`config.mk`:
```
export PLATFORM = sky130hd
export DESIGN_NAME = regfile_write_arbiter
export DESIGN_NICKNAME = d
export VERILOG_FILES = /design/src/rtl/regfile_write_arbiter_pkg.sv /design/src/rtl/regfile_write_arbiter_write_fifo.sv /design/src/rtl/regfile_write_arbiter.sv
export SDC_FILE = /design/constraint.sdc
export NUM_CORES = 1
export LEC_CHECK = 0
export ABC_CLOCK_PERIOD_IN_PS = 2450
export BUFFER_PORTS_ARGS = -buffer_cell sky130_fd_sc_hd__buf_2
export CORE_ASPECT_RATIO = 1.25
export CORE_MARGIN = 2
export CORE_UTILIZATION = 35
export CTS_CLUSTER_SIZE = 10
export DETAILED_ROUTE_END_ITERATION = 10
export SLEW_MARGIN = 20
export SYNTH_ARGS = -nofsm -noshare
export SYNTH_HDL_FRONTEND = slang
export SYNTH_SLANG_ARGS = --single-unit
```
`constraint.sdc`:
```
create_clock -name clk -period 2.45 [get_ports clk]
set_clock_uncertainty 0.15 [all_clocks]
set_input_delay 0.3675 -clock clk [delete_from_list [all_inputs] [get_ports clk]]
set_output_delay 0.3675 -clock clk [all_outputs]
set_load 0.02 [all_outputs]
```
`src/rtl/regfile_write_arbiter_pkg.sv`:
```
// Shared types and constants for the register-file write-port arbiter.
//   REG_W / DATA_W : register index and data widths
//   REG_*          : well-known register indices
//   wr_req_t       : one register-file write request {rd, data, jal, we}
//   starve_state_t : starvation-guard states
package regfile_write_arbiter_pkg;

  localparam int unsigned REG_W  = 5;
  localparam int unsigned DATA_W = 32;

  localparam logic [REG_W-1:0] REG_ZERO = 5'd0;
  localparam logic [REG_W-1:0] REG_V0   = 5'd2;
  localparam logic [REG_W-1:0] REG_A0   = 5'd4;
  localparam logic [REG_W-1:0] REG_RA   = 5'd31;

  typedef struct packed {
    logic [REG_W-1:0]  rd;
    logic [DATA_W-1:0] data;
    logic              jal;
    logic              we;
  } wr_req_t;

  typedef enum logic {
    ST_NORMAL = 1'b0,
    ST_FORCE  = 1'b1
  } starve_state_t;

  // One-hot mask for a register index; $zero never produces a bit.
  function automatic logic [31:0] reg_onehot(input logic [REG_W-1:0] r);
    logic [31:0] m;
    m = '0;
    if (r != REG_ZERO) m[r] = 1'b1;
    return m;
  endfunction

endpackage

```
`src/rtl/regfile_write_arbiter_write_fifo.sv`:
```
// Small synchronous FIFO holding pending MDU register writes.
//   clk, rst_n     : clock, asynchronous active-low reset
//   i_push/i_data  : enqueue (ignored when full)
//   i_pop          : dequeue head (ignored when empty)
//   o_head         : current head entry
//   o_count        : occupancy 0..DEPTH
//   o_full/o_empty : occupancy flags
module write_fifo
  import regfile_write_arbiter_pkg::*;
#(
  parameter int unsigned DEPTH = 2
) (
  input  logic                     clk,
  input  logic                     rst_n,
  input  logic                     i_push,
  input  wr_req_t                  i_data,
  input  logic                     i_pop,
  output wr_req_t                  o_head,
  output logic [$clog2(DEPTH):0]   o_count,
  output logic                     o_full,
  output logic                     o_empty
);

  localparam int unsigned PTR_W = $clog2(DEPTH);
  localparam int unsigned CNT_W = PTR_W + 1;

  wr_req_t           r_mem [DEPTH];
  logic [PTR_W-1:0]  r_wptr;
  logic [PTR_W-1:0]  r_rptr;
  logic [CNT_W-1:0]  r_count;
  logic              w_push;
  logic              w_pop;

  assign o_full  = (r_count == CNT_W'(DEPTH));
  assign o_empty = (r_count == '0);
  assign w_push  = i_push & ~o_full;
  assign w_pop   = i_pop & ~o_empty;
  assign o_head  = r_mem[r_rptr];
  assign o_count = r_count;

  always_ff @(posedge clk or negedge rst_n) begin
    if (!rst_n) begin
      for (int unsigned i = 0; i < DEPTH; i++) r_mem[i] <= '0;
      r_wptr  <= '0;
      r_rptr  <= '0;
      r_count <= '0;
    end else begin
      if (w_push) begin
        r_mem[r_wptr] <= i_data;
        r_wptr        <= r_wptr + PTR_W'(1);
      end
      if (w_pop) r_rptr <= r_rptr + PTR_W'(1);
      case ({w_push, w_pop})
        2'b10:   r_count <= r_count + CNT_W'(1);
        2'b01:   r_count <= r_count - CNT_W'(1);
        default: r_count <= r_count;
      endcase
    end
  end

endmodule

```
`src/rtl/regfile_write_arbiter.sv`:
```
// Shares the single register-file write port between the in-order WB stage
// (priority) and the MDU (via a skid FIFO with valid/ready). A starvation
// guard forces one MDU drain after STARVE_LIMIT consecutive WB wins, and a
// pending-destination scoreboard feeds the decode hazard check.
//   wb_*               : WB write request
//   mdu_valid/ready/rd/data : MDU result handshake
//   mdu_issue/_rd      : MDU op issue, marks destination pending
//   q_rs/q_rt/q_rd     : decode hazard queries -> hazard
//   stall_wb           : WB must hold its write this cycle
//   rf_*               : registered register-file write port
//   fifo_count         : MDU FIFO occupancy
//   err_sticky         : double issue or unexpected MDU result seen
module regfile_write_arbiter
  import regfile_write_arbiter_pkg::*;
#(
  parameter int unsigned DEPTH        = 2,
  parameter int unsigned STARVE_LIMIT = 4
) (
  input  logic                    clk,
  input  logic                    rst_n,
  input  logic                    wb_we,
  input  logic                    wb_jal,
  input  logic [REG_W-1:0]        wb_rd,
  input  logic [DATA_W-1:0]       wb_data,
  input  logic                    mdu_valid,
  output logic                    mdu_ready,
  input  logic [REG_W-1:0]        mdu_rd,
  input  logic [DATA_W-1:0]       mdu_data,
  input  logic                    mdu_issue,
  input  logic [REG_W-1:0]        mdu_issue_rd,
  input  logic [REG_W-1:0]        q_rs,
  input  logic [REG_W-1:0]        q_rt,
  input  logic [REG_W-1:0]        q_rd,
  output logic                    hazard,
  output logic                    stall_wb,
  output logic [REG_W-1:0]        rf_rd,
  output logic [DATA_W-1:0]       rf_write_data,
  output logic                    rf_sig_jal,
  output logic                    rf_sig_reg_write,
  output logic [$clog2(DEPTH):0]  fifo_count,
  output logic                    err_sticky
);

  localparam int unsigned          CNT_W    = $clog2(STARVE_LIMIT + 1);
  localparam logic [CNT_W-1:0]     CNT_LAST = CNT_W'(STARVE_LIMIT - 1);

  logic           r_ready_en;
  starve_state_t  r_state;
  starve_state_t  w_state_nxt;
  logic [CNT_W-1:0] r_starve_cnt;
  logic [CNT_W-1:0] w_cnt_nxt;
  logic [31:0]    r_pending;
  logic [31:0]    w_pending_nxt;
  logic [31:0]    w_set_mask;
  logic [31:0]    w_clr_mask;
  logic           r_err;
  logic           w_err_evt;
  wr_req_t        r_wr;
  wr_req_t        w_push_req;
  wr_req_t        w_head;
  logic           w_full;
  logic           w_empty;
  logic           w_push;
  logic           w_pop;
  logic           w_stall;
  logic           w_wb_grant;

  // ready is held low until the first edge after reset release
  assign mdu_ready  = r_ready_en & ~w_full;
  assign w_push     = mdu_valid & mdu_ready;
  assign w_stall    = (r_state == ST_FORCE);
  assign w_wb_grant = wb_we & ~w_stall;
  assign w_pop      = ~w_wb_grant & ~w_empty;
  assign w_push_req = '{rd: mdu_rd, data: mdu_data, jal: 1'b0, we: 1'b1};

  write_fifo #(
    .DEPTH (DEPTH)
  ) u_fifo (
    .clk     (clk),
    .rst_n   (rst_n),
    .i_push  (w_push),
    .i_data  (w_push_req),
    .i_pop   (w_pop),
    .o_head  (w_head),
    .o_count (fifo_count),
    .o_full  (w_full),
    .o_empty (w_empty)
  );

  // Scoreboard: set after clear so a same-cycle set of the same bit wins.
  always_comb begin
    w_set_mask    = mdu_issue ? reg_onehot(mdu_issue_rd) : '0;
    w_clr_mask    = w_pop ? reg_onehot(w_head.rd) : '0;
    w_pending_nxt = (r_pending & ~w_clr_mask) | w_set_mask;
  end

  assign w_err_evt = (mdu_issue && r_pending[mdu_issue_rd])
                   || (w_push && (mdu_rd != REG_ZERO) && !r_pending[mdu_rd]);

  assign hazard = r_pending[q_rs] | r_pending[q_rt] | r_pending[q_rd];

  // Starvation guard: count WB wins while MDU data waits; any pop or an
  // empty FIFO restarts the count.
  always_comb begin
    w_state_nxt = r_state;
    w_cnt_nxt   = r_starve_cnt;
    case (r_state)
      ST_NORMAL: begin
        if (w_pop || w_empty) begin
          w_cnt_nxt = '0;
        end else if (w_wb_grant) begin
          if (r_starve_cnt == CNT_LAST) begin
            w_state_nxt = ST_FORCE;
            w_cnt_nxt   = '0;
          end else begin
            w_cnt_nxt = r_starve_cnt + CNT_W'(1);
          end
        end
      end
      ST_FORCE: begin
        w_state_nxt = ST_NORMAL;
        w_cnt_nxt   = '0;
      end
      default: begin
        w_state_nxt = ST_NORMAL;
        w_cnt_nxt   = '0;
      end
    endcase
  end

  always_ff @(posedge clk or negedge rst_n) begin
    if (!rst_n) begin
      r_ready_en   <= 1'b0;
      r_state      <= ST_NORMAL;
      r_starve_cnt <= '0;
      r_pending    <= '0;
      r_err        <= 1'b0;
    end else begin
      r_ready_en   <= 1'b1;
      r_state      <= w_state_nxt;
      r_starve_cnt <= w_cnt_nxt;
      r_pending    <= w_pending_nxt;
      if (w_err_evt) r_err <= 1'b1;
    end
  end

  // Write port: rd/data hold when idle, only the strobes drop.
  always_ff @(posedge clk or negedge rst_n) begin
    if (!rst_n) begin
      r_wr <= '0;
    end else if (w_wb_grant) begin
      r_wr <= '{rd: wb_rd, data: wb_data, jal: wb_jal, we: 1'b1};
    end else if (w_pop) begin
      r_wr <= '{rd: w_head.rd, data: w_head.data, jal: w_head.jal,
                we: w_head.we & (w_head.rd != REG_ZERO)};
    end else begin
      r_wr.jal <= 1'b0;
      r_wr.we  <= 1'b0;
    end
  end

  assign stall_wb         = w_stall;
  assign rf_rd            = r_wr.rd;
  assign rf_write_data    = r_wr.data;
  assign rf_sig_jal       = r_wr.jal;
  assign rf_sig_reg_write = r_wr.we;
  assign err_sticky       = r_err;

endmodule
```
After elaboration in Yosys (flattened, before gate mapping)
Index checks and enable logic that the tools add are counted.

storage, ports and cells
  register bits = 159
  latch bits = 0
  RAM bits = 0
  bits in read-only memories = 0
  output and inout bits = 45
  word-level logic and storage cells = 110
  memories kept = 0

operators by class
  $add $sub $neg = 5
  $mul = 0
  divide/modulo/power cells = 0
  magnitude comparators = 11
  equality and inequality tests = 5
  shifts and indexed selects = 0
  mux-type cells = 36
  bitwise operators = 18
  reduce and logical (&&, ||, !) cells = 15

operators with widths
  cell                                                                                 number
  39-bit 2-to-1 mux                                                                    5
  32-bit 2-to-1 mux                                                                    4
  78-bit bitwise mux                                                                   1
  39-bit demux with 1-bit select                                                       1
  37-bit 2-to-1 mux                                                                    1
  5-bit by 6-bit < comparator with 1-bit output, second input constant                 6
  32-bit bitwise AND                                                                   1
  32-bit inverter                                                                      1
  32-bit bitwise OR                                                                    1
  1-bit binary-select mux with 5-bit select                                            5
  5-bit nonzero test                                                                   3
  1-bit demux with 5-bit select                                                        2
  5-bit by 1-bit greater-or-equal comparator with 1-bit output, second input constant  2
  1-bit 2-to-1 mux                                                                     10
  3-bit 2-to-1 mux                                                                     3
  1-bit bitwise AND                                                                    7
  1-bit logical AND                                                                    6
  3-bit case mux with 2 select lines                                                   1
  2-bit equality test, second input constant                                           2
  2-bit greater-or-equal comparator, second input constant                             2
  1-bit inverter                                                                       4
  1-bit inverter with 2-bit output                                                     2
  2-bit case mux with 2 select lines                                                   1
  2-bit nonzero test                                                                   2
  14 further kinds                                                                     17

Depth between registers and ports, before layout
  depth after elaboration = 13
  mapped depth = 8
  gate-level depth less buffers = 7

Cells and area by module
From an unflattened synthesis, not the netlist that was laid out.

unflattened totals
  cells, all modules = 695
  area, all modules = 8353.0 µm²

by module, submodules not included
  module                 times used  cells an instance  area each (µm²)
  regfile_write_arbiter  1           470                4785.8
  write_fifo             1           225                3567.2

Worst setup path after synthesis
No wires, ideal clock.

  path type = input to output
  start point = input port q_rd[0]
  end point = output port hazard
  arrival = 1.773 ns
  data required time = 1.933 ns
  path slack = 0.159 ns
  cell stages on the path = 5
  path buffers = 1
  cell sequence = buf_2 -> mux4_2 -> a22o_1 -> o31ai_1 -> nand3_1

on the way
  word-level cells in the longest chain between the ends = 3

ends and longest elaborated chain
  element                                    RTL line                      source
  from (decl)                                regfile_write_arbiter.sv:33   input logic [REG_W-1:0] q_rd,
  1-bit binary-select mux with 5-bit select  regfile_write_arbiter.sv:100  assign hazard = r_pending[q_rs] | r_pending[q_rt] | r_pending[q_rd];
  1-bit 2-to-1 mux (implied by the code)     regfile_write_arbiter.sv:100
  1-bit bitwise OR                           regfile_write_arbiter.sv:100
  to (decl)                                  regfile_write_arbiter.sv:34   output logic hazard,

Every way passes these cells. The select of a mux whose other input is x is not followed.

Final worst setup path
  start point = register r_pending[1]
  end point = output port hazard

on the way
  word-level cells in the longest chain between the ends = 4
  elaborated cells between the ends (all ways) = 8
  classes of those cells = mux: 6; bitwise: 2

ends and longest elaborated chain
  element                                    RTL line                      source
  from (decl)                                regfile_write_arbiter.sv:52   logic [31:0] r_pending;
  from (signal assigned)                     regfile_write_arbiter.sv:142  r_pending <= w_pending_nxt;
  1-bit binary-select mux with 5-bit select  regfile_write_arbiter.sv:100
  1-bit 2-to-1 mux (implied by the code)     regfile_write_arbiter.sv:100
  1-bit bitwise OR                           regfile_write_arbiter.sv:100
  1-bit bitwise OR *                         regfile_write_arbiter.sv:100

Mark *: on every way between the ends. The rest lies on a longest branch, timed or not. The select of a mux whose other input is x is not followed.

==> results_dict.tcl <==
set metrics [dict create \
    fin_util_pct 45.71 \
    synthArstFlopShare_pct 100.0 \
    failed_checks "setup timing" \
    synth-seq-cells 157 \
    synth.most_common_cell "dfrtp_1" \
    die_width_um 140.6 \
    dieArea_um2 24590 \
    cts.clk_slew.worst_paths_ns 0.07 \
    drv_slew 0 \
    power_w 0.01268 \
    ioPinCount 145 \
    slowest_stage "mux4_2" \
    fillers 2196 \
    ys.flop_type "dfrtp_1" \
    place_hpwl_mm 17.25 \
    synthDistinctLibCells 54 \
    synth.cells.most_frequent "dfrtp_1 (157), mux2_1 (74), mux2i_1 (63)" \
    placementRows 62 \
    numPortBuffers 144 \
    slew_headroom_pct 53.01 \
    required_ns 1.93 \
    powerDensity_nw_per_um2 1208 \
    synth_top_area_share_pct 48.09 \
    critPathMaxFanout 5 \
    post_drt_wl_per_cell_um 19.36 \
    worst_pin_slew_ns 0.7048 \
    antenna_found_initial 1 \
    root_buffer "clkbuf_16" \
    crit_start "r_pending[1]$_DFF_PN0_" \
    yosysTopAreaCell "dfrtp_1" \
    period_needed_ns 2.748 \
    status "complete, but fails checks" \
    drt_iter0_drc 397 \
    hold_violations 0 \
    place_inst 1181 \
    insertion_delay_ns 0.42 \
    finalSetupViolCount 1 \
    grt-ovfl-total 0 \
    antenna-diode-count 0 \
    clock_sinks 157 \
    endpoint_kind "output pin" \
    synth.net_count 841 \
    dr.pass1.iters 6 \
    worstHoldStart "wb_data[29]" \
    rsz0062_at_grt "true" \
    post_dp_cell_area_um2 9502 \
    ys_seq_area_share_pct 48.09 \
    r2r-start "r_pending[18]$_DFF_PN0_" \
    synthCells 739 \
    vias 6850 \
    synth_edf_count 0 \
    fin_cells 1250 \
    path_cells "buf_4 > mux4_2 > a22o_1 > o31ai_2 > nand3_2 > buf_6" \
    grt_usage_pct 19.97 \
    max-vdd-ir-drop_v 0.0006664 \
    multi_input_area_um2 4005 \
    ant_nets 0 \
    hold_class "in2reg" \
    fp.dieH_um 174.8 \
    crit_arrival_ns 2.23 \
    startpoint_type "flip-flop" \
    fin_ws_ns -0.2976 \
    finalWeightedCongestion 0.9652 \
    core_um2 22960 \
    regArea_um2 3931 \
    synthesis.area_um2 8169 \
    final_cell_area_um2 10500 \
    htreeDepth 4 \
    synth_warnings 0 \
    max_stage_delay_ns 0.46 \
    grt_pass1_vias 7193 \
    cts-buffers-inserted 17 \
    cts_tree "built" \
    layout.nets 1052 \
    synthTopCellsByArea "dfrtp_1 (48%), mux2_1 (10%), mux2i_1 (7.7%)" \
    drc_errors 0 \
    drive_gt1_share_pct 29.21 \
    initial_core_util_pct 35.58 \
    achievable-frequency_mhz 364.0 \
    p_leak_nw 4.753 \
    worstSetupPathType "reg2out" \
    viasPerCell 5.480 \
    grt_first_pass_wirelength_mm 38.27 \
    maxCapViolCount 0 \
    grt_start_max_net_pins 79 \
    avgSynthCellArea_um2 11.05 \
    syn_to_final_growth_pct 28.49 \
    dp_slack_ns -0.1145 \
    clock_path_buffers 2 \
    post-route-period-util_pct 112.1 \
    wl_mm 24.20 \
]
==> flip-flops by register name, summed over array words and instances, names as in the netlist <==
signal	count
u_fifo.r_rptr	1
u_fifo.r_mem	76
err_sticky	1
u_fifo.o_count	2
rf_sig_reg_write	1
u_fifo.r_wptr	1
rf_write_data	32
r_pending	32
rf_rd	5
rf_sig_jal	1
stall_wb	1
r_starve_cnt	3
r_ready_en	1
==> cell usage in the layout (no fill, tap or decap), drive strengths merged, types with 4 or more instances in the layout <==
cell,count
dlygate4sd3,37
and2,6
a2111oi,4
nand2b,9
nand3,11
o21ai,108
nor2b,8
clkbuf,18
buf,204
inv,15
mux4,24
nand2,60
nor3,5
o221ai,5
dfrtp,157
a21oi,35
mux2i,63
clkinv,4
nand3b,6
mux2,79
nor2,48
and3,5
or2,4
nor3b,4
==> logic make-up after synthesis <==
kind of cell,Yosys count,share of synthesized area (%)
xor+xnor,5,0.5362
fa+ha+maj,2,0.3063
other cells,1,0.04590
compound gates,172,11.79
flops,157,48.09
buf+inv,58,3.615
mux,166,25.23
simple gates,178,10.38
==> routing by layer <==
| layer | track usage (%) | up-vias | share of wire (%) |
|---|---|---|---|
| met5 | 0 | - | 0.045 |
| met4 | 9.500 | 2 | 3.8 |
| met3 | 5.371 | 69 | 7.0 |
| met2 | 34.25 | 292 | 50 |
| met1 | 23.16 | 3380 | 39 |
| li1 | - | 3107 | - |
==> through the flow <==
| stage | setup TNS, ns | hold WS (ns) |
|---|---|---|
| after CTS | -0.3182 | 0.001379 |
| after global routing | -0.4037 | 0.002995 |
| after floorplan | 0 | -0.07809 |
| after detailed placement | -0.1145 | 0.2112 |
| final | -0.2976 | 0.01864 |
| after global placement | -0.1401 | 0.2052 |
==> worst max-delay path, delay by kind of cell, from the launching register on <==
family | cells | cell delay, ns
AOI/OAI and AO/OA | 2 | 0.49
buffers and inverters | 2 | 0.34
DFF | 1 | 0.42
muxes | 1 | 0.46
and+or+nand+nor | 1 | 0.10
==> report_power, final <==
group	internal (W)	switching, W
registers	0.00378	0.000881
logic	0.00244	0.00300
clock network	0.00144	0.00112
==> final cells by class <==
type                    instances  share of cell area [%]
multi-input cells             524                   38.16
flip-flops and latches        157                   37.45
repair buffers                241                   15.20
clock buffers                  18                   4.184
well taps                     288                   3.433
clock inverters                13                   1.252
inverters                       9                  0.3219
==> worst paths after layout <==
check	cells past startpoint	endpoint	slack [ns]
max	6	hazard	-0.30
min	3	rf_write_data[29]$_DFFE_PN0P_	0.02
max reg2reg	6	err_sticky$_DFFE_PN0P_	0.27
min reg2reg	1	r_starve_cnt[0]$_DFFE_PN0P_	0.29
max in group asynchronous	3	u_fifo.r_mem[66]$_DFFE_PN0P_	1.13
min in group asynchronous	2	rf_write_data[18]$_DFFE_PN0P_	0.30
==> timing repair <==
item                                    CTS  global route
cloned                                    0             0
hold buffers                             37             0
buffers inserted                          1             0
resized for setup                         9             3
pin swaps                                 5             1
endpoints found under the setup margin    1             1
endpoints found under the hold margin    83             0
Power figures use the tool's default switching activity.
